--- src/rtl/truth_table_sweeper.sv ---
// rtl/truth_table_sweeper.sv - exhaustive truth-table stimulus and checking engine
//
// Purpose:
//   Steps an N_IN-bit code through 0..NUM_VEC-1, holds each code for DWELL
//   cycles, samples the 1-bit response of the block under test on the last
//   cycle of every dwell window and compares it with the golden table
//   EXPECTED. Reports the captured table, the number of mismatching codes
//   and the first failing code.
//
// Configuration macro:
//   STOP_ON_FAIL_EN - when defined, the first mismatch ends the sweep on the
//                     edge that detects it (vec_out keeps the failing code).
//                     When undefined, the full sweep always runs.
//
// Ports:
//   clk        in   1          rising-edge clock
//   rst        in   1          synchronous active-high reset
//   start      in   1          begin sweep (honoured in IDLE or DONE)
//   abort      in   1          cancel sweep (honoured in DRIVE)
//   vec_out    out  N_IN       stimulus code
//   y_in       in   1          response of the block under test
//   busy       out  1          sweep in progress
//   done       out  1          sweep finished, held until next start or rst
//   pass       out  1          done with zero mismatches
//   mism_cnt   out  N_IN+1     number of mismatching codes
//   captured   out  2**N_IN    bit k = response sampled for code k
//   first_fail out  N_IN       first mismatching code (valid with ff_vld)
//   ff_vld     out  1          at least one mismatch recorded

module truth_table_sweeper #(
    parameter int                N_IN     = 4,
    parameter int                NUM_VEC  = 2 ** N_IN,
    parameter int                DWELL    = 10,
    parameter logic [2**N_IN-1:0] EXPECTED = '0
) (
    input  logic                 clk,
    input  logic                 rst,
    input  logic                 start,
    input  logic                 abort,
    output logic [N_IN-1:0]      vec_out,
    input  logic                 y_in,
    output logic                 busy,
    output logic                 done,
    output logic                 pass,
    output logic [N_IN:0]        mism_cnt,
    output logic [2**N_IN-1:0]   captured,
    output logic [N_IN-1:0]      first_fail,
    output logic                 ff_vld
);

    localparam int NV = 2 ** N_IN;
    // Dwell counter needs to reach DWELL-1; keep at least one bit for DWELL=1.
    localparam int DW = (DWELL > 1) ? $clog2(DWELL) : 1;

    localparam logic [N_IN-1:0] LAST_VEC   = N_IN'(NUM_VEC - 1);
    localparam logic [DW-1:0]   LAST_DWELL = DW'(DWELL - 1);
    localparam logic [N_IN-1:0] VEC_ONE    = N_IN'(1);
    localparam logic [DW-1:0]   DWELL_ONE  = DW'(1);
    localparam logic [N_IN:0]   CNT_ONE    = (N_IN + 1)'(1);

    localparam logic [1:0] S_IDLE  = 2'd0;
    localparam logic [1:0] S_DRIVE = 2'd1;
    localparam logic [1:0] S_DONE  = 2'd2;

    logic [1:0]      state_q, state_d;
    logic [N_IN-1:0] vec_q, vec_d;
    logic [DW-1:0]   dwell_q, dwell_d;
    logic [N_IN:0]   mism_q, mism_d;
    logic [NV-1:0]   cap_q, cap_d;
    logic [N_IN-1:0] ff_q, ff_d;
    logic            ffv_q, ffv_d;
    logic            mismatch;

    always_comb begin
        state_d  = state_q;
        vec_d    = vec_q;
        dwell_d  = dwell_q;
        mism_d   = mism_q;
        cap_d    = cap_q;
        ff_d     = ff_q;
        ffv_d    = ffv_q;
        mismatch = 1'b0;

        case (state_q)
            S_IDLE, S_DONE: begin
                // Results stay visible after abort or completion and are
                // only wiped when a new sweep begins.
                if (start) begin
                    state_d = S_DRIVE;
                    vec_d   = '0;
                    dwell_d = '0;
                    mism_d  = '0;
                    cap_d   = '0;
                    ff_d    = '0;
                    ffv_d   = 1'b0;
                end
            end

            S_DRIVE: begin
                if (abort) begin
                    // Abort beats a coinciding final sample: nothing is
                    // captured on this edge and done never rises.
                    state_d = S_IDLE;
                    vec_d   = '0;
                    dwell_d = '0;
                end else if (dwell_q == LAST_DWELL) begin
                    mismatch      = (y_in != EXPECTED[vec_q]);
                    cap_d[vec_q]  = y_in;
                    dwell_d       = '0;
                    if (mismatch) begin
                        mism_d = mism_q + CNT_ONE;
                        if (!ffv_q) begin
                            ff_d  = vec_q;
                            ffv_d = 1'b1;
                        end
                    end
                    if (vec_q == LAST_VEC) begin
                        state_d = S_DONE;
                    end else begin
                        vec_d = vec_q + VEC_ONE;
                    end
`ifdef STOP_ON_FAIL_EN
                    if (mismatch) begin
                        state_d = S_DONE;
                        vec_d   = vec_q;
                    end
`endif
                end else begin
                    dwell_d = dwell_q + DWELL_ONE;
                end
            end

            default: begin
                state_d = S_IDLE;
                vec_d   = '0;
                dwell_d = '0;
            end
        endcase
    end

    always_ff @(posedge clk) begin
        if (rst) begin
            state_q <= S_IDLE;
            vec_q   <= '0;
            dwell_q <= '0;
            mism_q  <= '0;
            cap_q   <= '0;
            ff_q    <= '0;
            ffv_q   <= 1'b0;
        end else begin
            state_q <= state_d;
            vec_q   <= vec_d;
            dwell_q <= dwell_d;
            mism_q  <= mism_d;
            cap_q   <= cap_d;
            ff_q    <= ff_d;
            ffv_q   <= ffv_d;
        end
    end

    assign vec_out    = vec_q;
    assign busy       = (state_q == S_DRIVE);
    assign done       = (state_q == S_DONE);
    assign pass       = done && (mism_q == '0);
    assign mism_cnt   = mism_q;
    assign captured   = cap_q;
    assign first_fail = ff_q;
    assign ff_vld     = ffv_q;

endmodule

--- config.mk ---
export PLATFORM = sky130hd
export DESIGN_NAME = truth_table_sweeper
export DESIGN_NICKNAME = d
export VERILOG_FILES = /design/src/rtl/truth_table_sweeper.sv
export SDC_FILE = /design/constraint.sdc
export NUM_CORES = 1
export LEC_CHECK = 0
export CAP_MARGIN = 20
export CORE_UTILIZATION = 30
export DETAILED_ROUTE_END_ITERATION = 10
export DONT_BUFFER_PORTS = 1
export PLACE_DENSITY = 0.45
export SLEW_MARGIN = 20
export SYNTH_ARGS = -nofsm -noshare
export SYNTH_HDL_FRONTEND = slang
export SYNTH_SLANG_ARGS = --single-unit
--- constraint.sdc ---
create_clock -name clk -period 2.1 [get_ports clk]
set_input_delay 0.105 -clock clk [delete_from_list [all_inputs] [get_ports clk]]
set_output_delay 0.105 -clock clk [all_outputs]
set_load 0.02 [all_outputs]
### After elaboration in Yosys (flattened, before gate mapping)

Memories as Yosys holds them, arrays and structs flattened. A register that Yosys moved wholly into a read port is not among the register bits.
Index checks and enable logic that the tools add are counted.

| storage, ports and cells | value |
|---|---|
| input port bits | 5 |
| memories kept | 1 |
| register bits after elaboration | 36 |
| word-level logic and storage cells | 75 |
| output and inout bits | 33 |
| ROM bits | 16 |

Memories:

| memory | words | bits a word | rd ports | clocked after Yosys merged registers in | write ports | RTL line | source |
|---|---|---|---|---|---|---|---|
| (name not given) | 16 | 1 | 1 | 1 | 0 | 107 | `mismatch = (y_in != EXPECTED[vec_q]);` |

| cells by class | value |
|---|---|
| reduce and logical (&&, ||, !) cells | 11 |
| muxes and demuxes | 38 |
| magnitude comparators | 2 |
| add/subtract/negate cells | 3 |
| equality and inequality tests | 13 |

Operators by type and width:

| kind | number |
|---|---|
| $mux W16 | 3 |
| $mux W4 | 12 |
| $pmux W16 S2 | 1 |
| $pmux W4 S2 | 3 |
| $mux W5 | 4 |
| $bwmux W16 | 1 |
| $pmux W5 S2 | 1 |
| $add A4 B1 Y4 const B | 2 |
| $eq A4 B4 Y1 const B | 2 |
| $mux W2 | 4 |
| $mux W1 | 6 |
| $ne A2 B2 Y1 const B | 3 |
| $ne A3 B2 Y1 const B | 2 |
| $reduce_and A3 Y1 | 2 |
| $reduce_and A6 Y1 | 1 |
| $add A5 B1 Y5 const B | 1 |
| $logic_not A5 Y1 | 1 |
| $lt A4 B5 Y1 const B | 1 |
| $reduce_and A5 Y1 | 1 |
| $demux W1 S4 | 1 |
| $ge A4 B1 Y1 const B | 1 |
| $ne A2 B1 Y1 const B | 2 |
| $pmux W2 S2 | 1 |
| $reduce_and A4 Y1 | 1 |
| other kinds (9) | 10 |

### Longest topological paths before layout

| logic depth | value |
|---|---|
| depth in word-level cells | 8 |
| depth in mapped cells | 7 |
| gate-level depth less buffers | 6 |

### Least setup slack after synthesis

OpenSTA, ideal clock, no wires.

| path | value |
|---|---|
| path kind | register -> register |
| from | reg dwell_q[1] |
| to | reg cap_q[15] (netlist: captured[15]) |
| arrival | 1561 ps |
| path slack | 446 ps |
| cell stages (with the launch flop) | 8 |
| path buffers | 1 |
| period minus slack after synthesis | 1654 ps |
| cell sequence | dfxtp_1 -> inv_1 -> ha_1 -> and3b_1 -> a21oi_1 -> buf_2 -> a21oi_1 -> o32ai_1 |

| between the ends | value |
|---|---|
| cells in the longest elaborated chain, start to end | 3 |

RTL lines:

| item | RTL line | source |
|---|---|---|
| start: declaration | 67 | `logic [DW-1:0] dwell_q, dwell_d;` |
| start signal: assignment | 153 | `dwell_q <= dwell_d;` |
| $eq A4 B4 Y1 | 106 | `end else if (dwell_q == LAST_DWELL) begin` |
| $ne A2 B1 Y1 (no source line) | -- |  |
| $reduce_and A4 Y1 (no source line) | -- |  |
| end signal: assignment | 155 | `cap_q <= cap_d;` |
| end: declaration | 69 | `logic [NV-1:0] cap_q, cap_d;` |

No other way between the ends.
A chain may end at the register's enable or synchronous reset.

### Final worst setup path

| path | value |
|---|---|
| from | reg dwell_q[0] |
| to | reg vec_q[3] (netlist: vec_out[3]) |

| between the ends | value |
|---|---|
| cells in the longest elaborated chain, start to end | 3 |

RTL lines:

| item | RTL line | source |
|---|---|---|
| $eq A4 B4 Y1 | 106 |  |
| $ne A3 B2 Y1 (no source line) | -- |  |
| $reduce_and A3 Y1 (no source line) | -- |  |
| end signal: assignment | 152 | `vec_q <= vec_d;` |
| end: declaration | 66 | `logic [N_IN-1:0] vec_q, vec_d;` |

No other way between the ends.

==> flow_summary.json <==
{
  "finalSetupViolations": 0,
  "cp_top_family": "simple AND/OR/NAND/NOR gates",
  "tritoncts": "done",
  "ant_nets": 0,
  "place_ws_ps": 398.9,
  "clkPwrFrac_pct": 52.8,
  "setup_ws_ps": 407.3,
  "final_core_util_pct": 36.35,
  "clockBufferDepth": 2,
  "start_util_pct": 31.11,
  "cap_violations": 0,
  "avgSynthCellArea_um2": 8.334,
  "numCtsBuffers": 5,
  "via_per_inst": 5.318,
  "slew_viol_final": 0,
  "layout_commonest_cell": "dfxtp_1",
  "grt_setup_unrepaired": "no",
  "grt_pass1_wl_um": 7948,
  "fin_skew_ps": 5.041,
  "io_buffers": 0,
  "hold_violations": 0,
  "drt_iter0_drc": 91,
  "crit_fanout": 12,
  "synth_seq_area_share_pct": 39.13,
  "combPwrFrac_pct": 5.3,
  "dp.final_hpwl_um": 3303,
  "p_leak_nw": 0.7179,
  "fin_crit_ps": 1693,
  "synthArstFlopShare_pct": 0,
  "htreeDepth": 2,
  "dr.pass1.iters": 4,
  "cts_sinks": 36,
  "wl_um": 4981,
  "power_density_nw_per_um2": 762.6,
  "cts.clk_slew.worst_paths_ps": 80,
  "grt_pass1_vias": 1516,
  "die_height_um": 80.36,
  "antenna_cells": 0,
  "max_freq_ghz": 0.5908,
  "nets": 242,
  "peakVddDrop_v": 0.0002695,
  "reg2reg_to": "vec_out[3]",
  "outcome": "completed",
  "grt_util_all_layers_pct": 16.48,
  "end_kind": "flop",
  "cp_slowest_stage_delay_ps": 430,
  "holdCritStartpoint": "rst",
  "synthTopCellsByArea": "dfxtp_1 (39%), a21oi_1 (7.9%), nand2b_1 (7.8%)",
  "holdPathEnd": "captured[11]",
  "tightest_slew_ps": 876.8,
  "synth_top_cell_area_share_pct": 39.13,
  "die_w_um": 80.36,
  "syn_nets": 234,
  "seqPwrFrac_pct": 41.9,
  "synthFlopType": "dfxtp_1",
  "ys_warn_count": 0,
  "synth_cell_types": 31,
  "synth_edf_count": 0,
  "rows": 28,
  "switching_share_pct": 20.07,
  "gp_congestion": 0.7902,
  "syn-instance-count": 221,
  "worstSetupPathType": "reg2reg",
  "whs_path_depth": 2,
  "area.growth.synth_to_final_pct": 16.85,
  "r2r_slack_ps": 410,
  "final_cell_mix": "dfxtp_1 (36), a21oi_1 (29), nand2b_1 (23)",
  "via_count": 1622,
  "crit_path_start": "dwell_q[0]",
  "wl_per_cell_um": 16.33,
  "overflow": 0,
  "r2r.worst_path.cells": 6,
  "min_path_type": "in2reg",
  "p_sw_w": 0.0003294,
  "critPathBufInv": 1,
  "synthesis.area_um2": 1842,
  "critical_path_arrival_ps": 1910,
  "crit_path_start_kind": "flop",
  "period_share_pct": 80.61,
  "required_ps": 2320,
  "slowest_stage": "dfxtp_1",
  "core_um2": 5921,
  "relSlewSlack_pct": 41.36,
  "cts_resized": 0,
  "die-area_um2": 6457,
  "ys_ff_latch": 36,
  "tns_ps": 0,
  "cts-root-buf": "clkbuf_8",
  "grt_start_max_net_pins": 25,
  "io_pins": 38,
  "synth_largest_area_cell": "dfxtp_1",
  "antenna_found_initial": 0,
  "worstPathCellList": "ha_1, and3b_1, buf_4, nand3_1, or3_1, a31oi_1",
  "drive_gt1_share_pct": 9.565,
  "clk_latency_ps": 290,
  "reg2reg_from": "dwell_q[0]",
  "internal_power_w": 0.001312,
  "route.detailed.drc": 0
}
-- area by class of cell --
type / instances / area [um2]
inverter: 6 / 22.52
tap: 75 / 93.84
timing repair buffer: 14 / 112.6
clock inverter: 3 / 90.09
multi-input combinational: 166 / 1044
sequential: 36 / 720.7
fill: 646 / 3769
clock buffer: 5 / 68.82
-- worst max-delay path by stage --
stage,to,slack [ps],cells past startpoint
2_1_floorplan,captured[15],450,7
3_3_place_gp,captured[4],420,7
3_5_place_dp,captured[4],400,7
4_1_cts,vec_out[3],390,6
5_1_grt,captured[15],210,7
6_report,vec_out[3],410,6
-- worst reg2reg max path, cell delays in order (launching register included) --
cell and delay (ps):
dfxtp_1 430, ha_1 190, and3b_1 220, buf_4 200, nand3_1 90, or3_1 320, a31oi_1 150
-- sequential cells by signal (all words and copies together), names as in the netlist --
name and flops:
dwell_q 4, first_fail 4, captured 16, ff_vld 1, mism_cnt 5, vec_out 4, state_q 2
-- power by group through the flow --
stage / logic (W) / clock network [W] / registers, W
6_report: 0.0000865 / 0.000867 / 0.000688
3_5_place_dp: 0.0000748 / 0 / 0.000704
3_3_place_gp: 0.0000756 / 0 / 0.000704
4_1_cts: 0.0000865 / 0.000885 / 0.000688
5_1_grt: 0.0000974 / 0.000922 / 0.000689
2_1_floorplan: 0.0000651 / 0 / 0.000703
-- synthesized netlist by cell type (all sizes together), types with 2 or more instances --
cell type	number
nor3b	2
clkbuf	8
nand4b	2
nand2	17
ha	8
a22o	4
or3	3
nor2	10
a21oi	29
a31oi	5
nand3	16
inv	6
dfxtp	36
o21ai	7
o32ai	16
buf	5
nand2b	23
nor3	7
nor2b	7
-- kinds of logic after synthesis --
family,share of synthesized area (%)
compound gates,21.87
buf+inv,4.212
fa+ha+maj,5.435
flops,39.13
simple gates,29.35
-- metrics by stage --
stage | hold WS (ps) | power, W | cell area (um2) | std cells
5_1_grt | 8.789 | 0.001708 | 2152 | 305
4_1_cts | 0.8555 | 0.001660 | 2142 | 304
6_report | 10.57 | 0.001641 | 2152 | 305
3_5_place_dp | 179.4 | 0.0007789 | 1963 | 294
2_1_floorplan | 291.2 | 0.0007682 | 1842 | 221
3_3_place_gp | 178.8 | 0.0007793 | 1963 | 294
-- routing by layer --
layer / vias up / global-route usage [%] / wire length, um
li1: 819 / - / -
met1: 754 / 23.32 / 2459
met2: 43 / 23.31 / 2135
met3: 6 / 5.114 / 318
met4: 0 / 5.357 / 68
met5: - / 0 / 0
-- what timing repair did --
item | 4_1_cts | 5_1_grt
hold buffers | 2 | 1
hold endpoints to repair | 23 | 1
setup buffers | 0 | 0
Note: power is estimated with default switching activity, not from simulation.
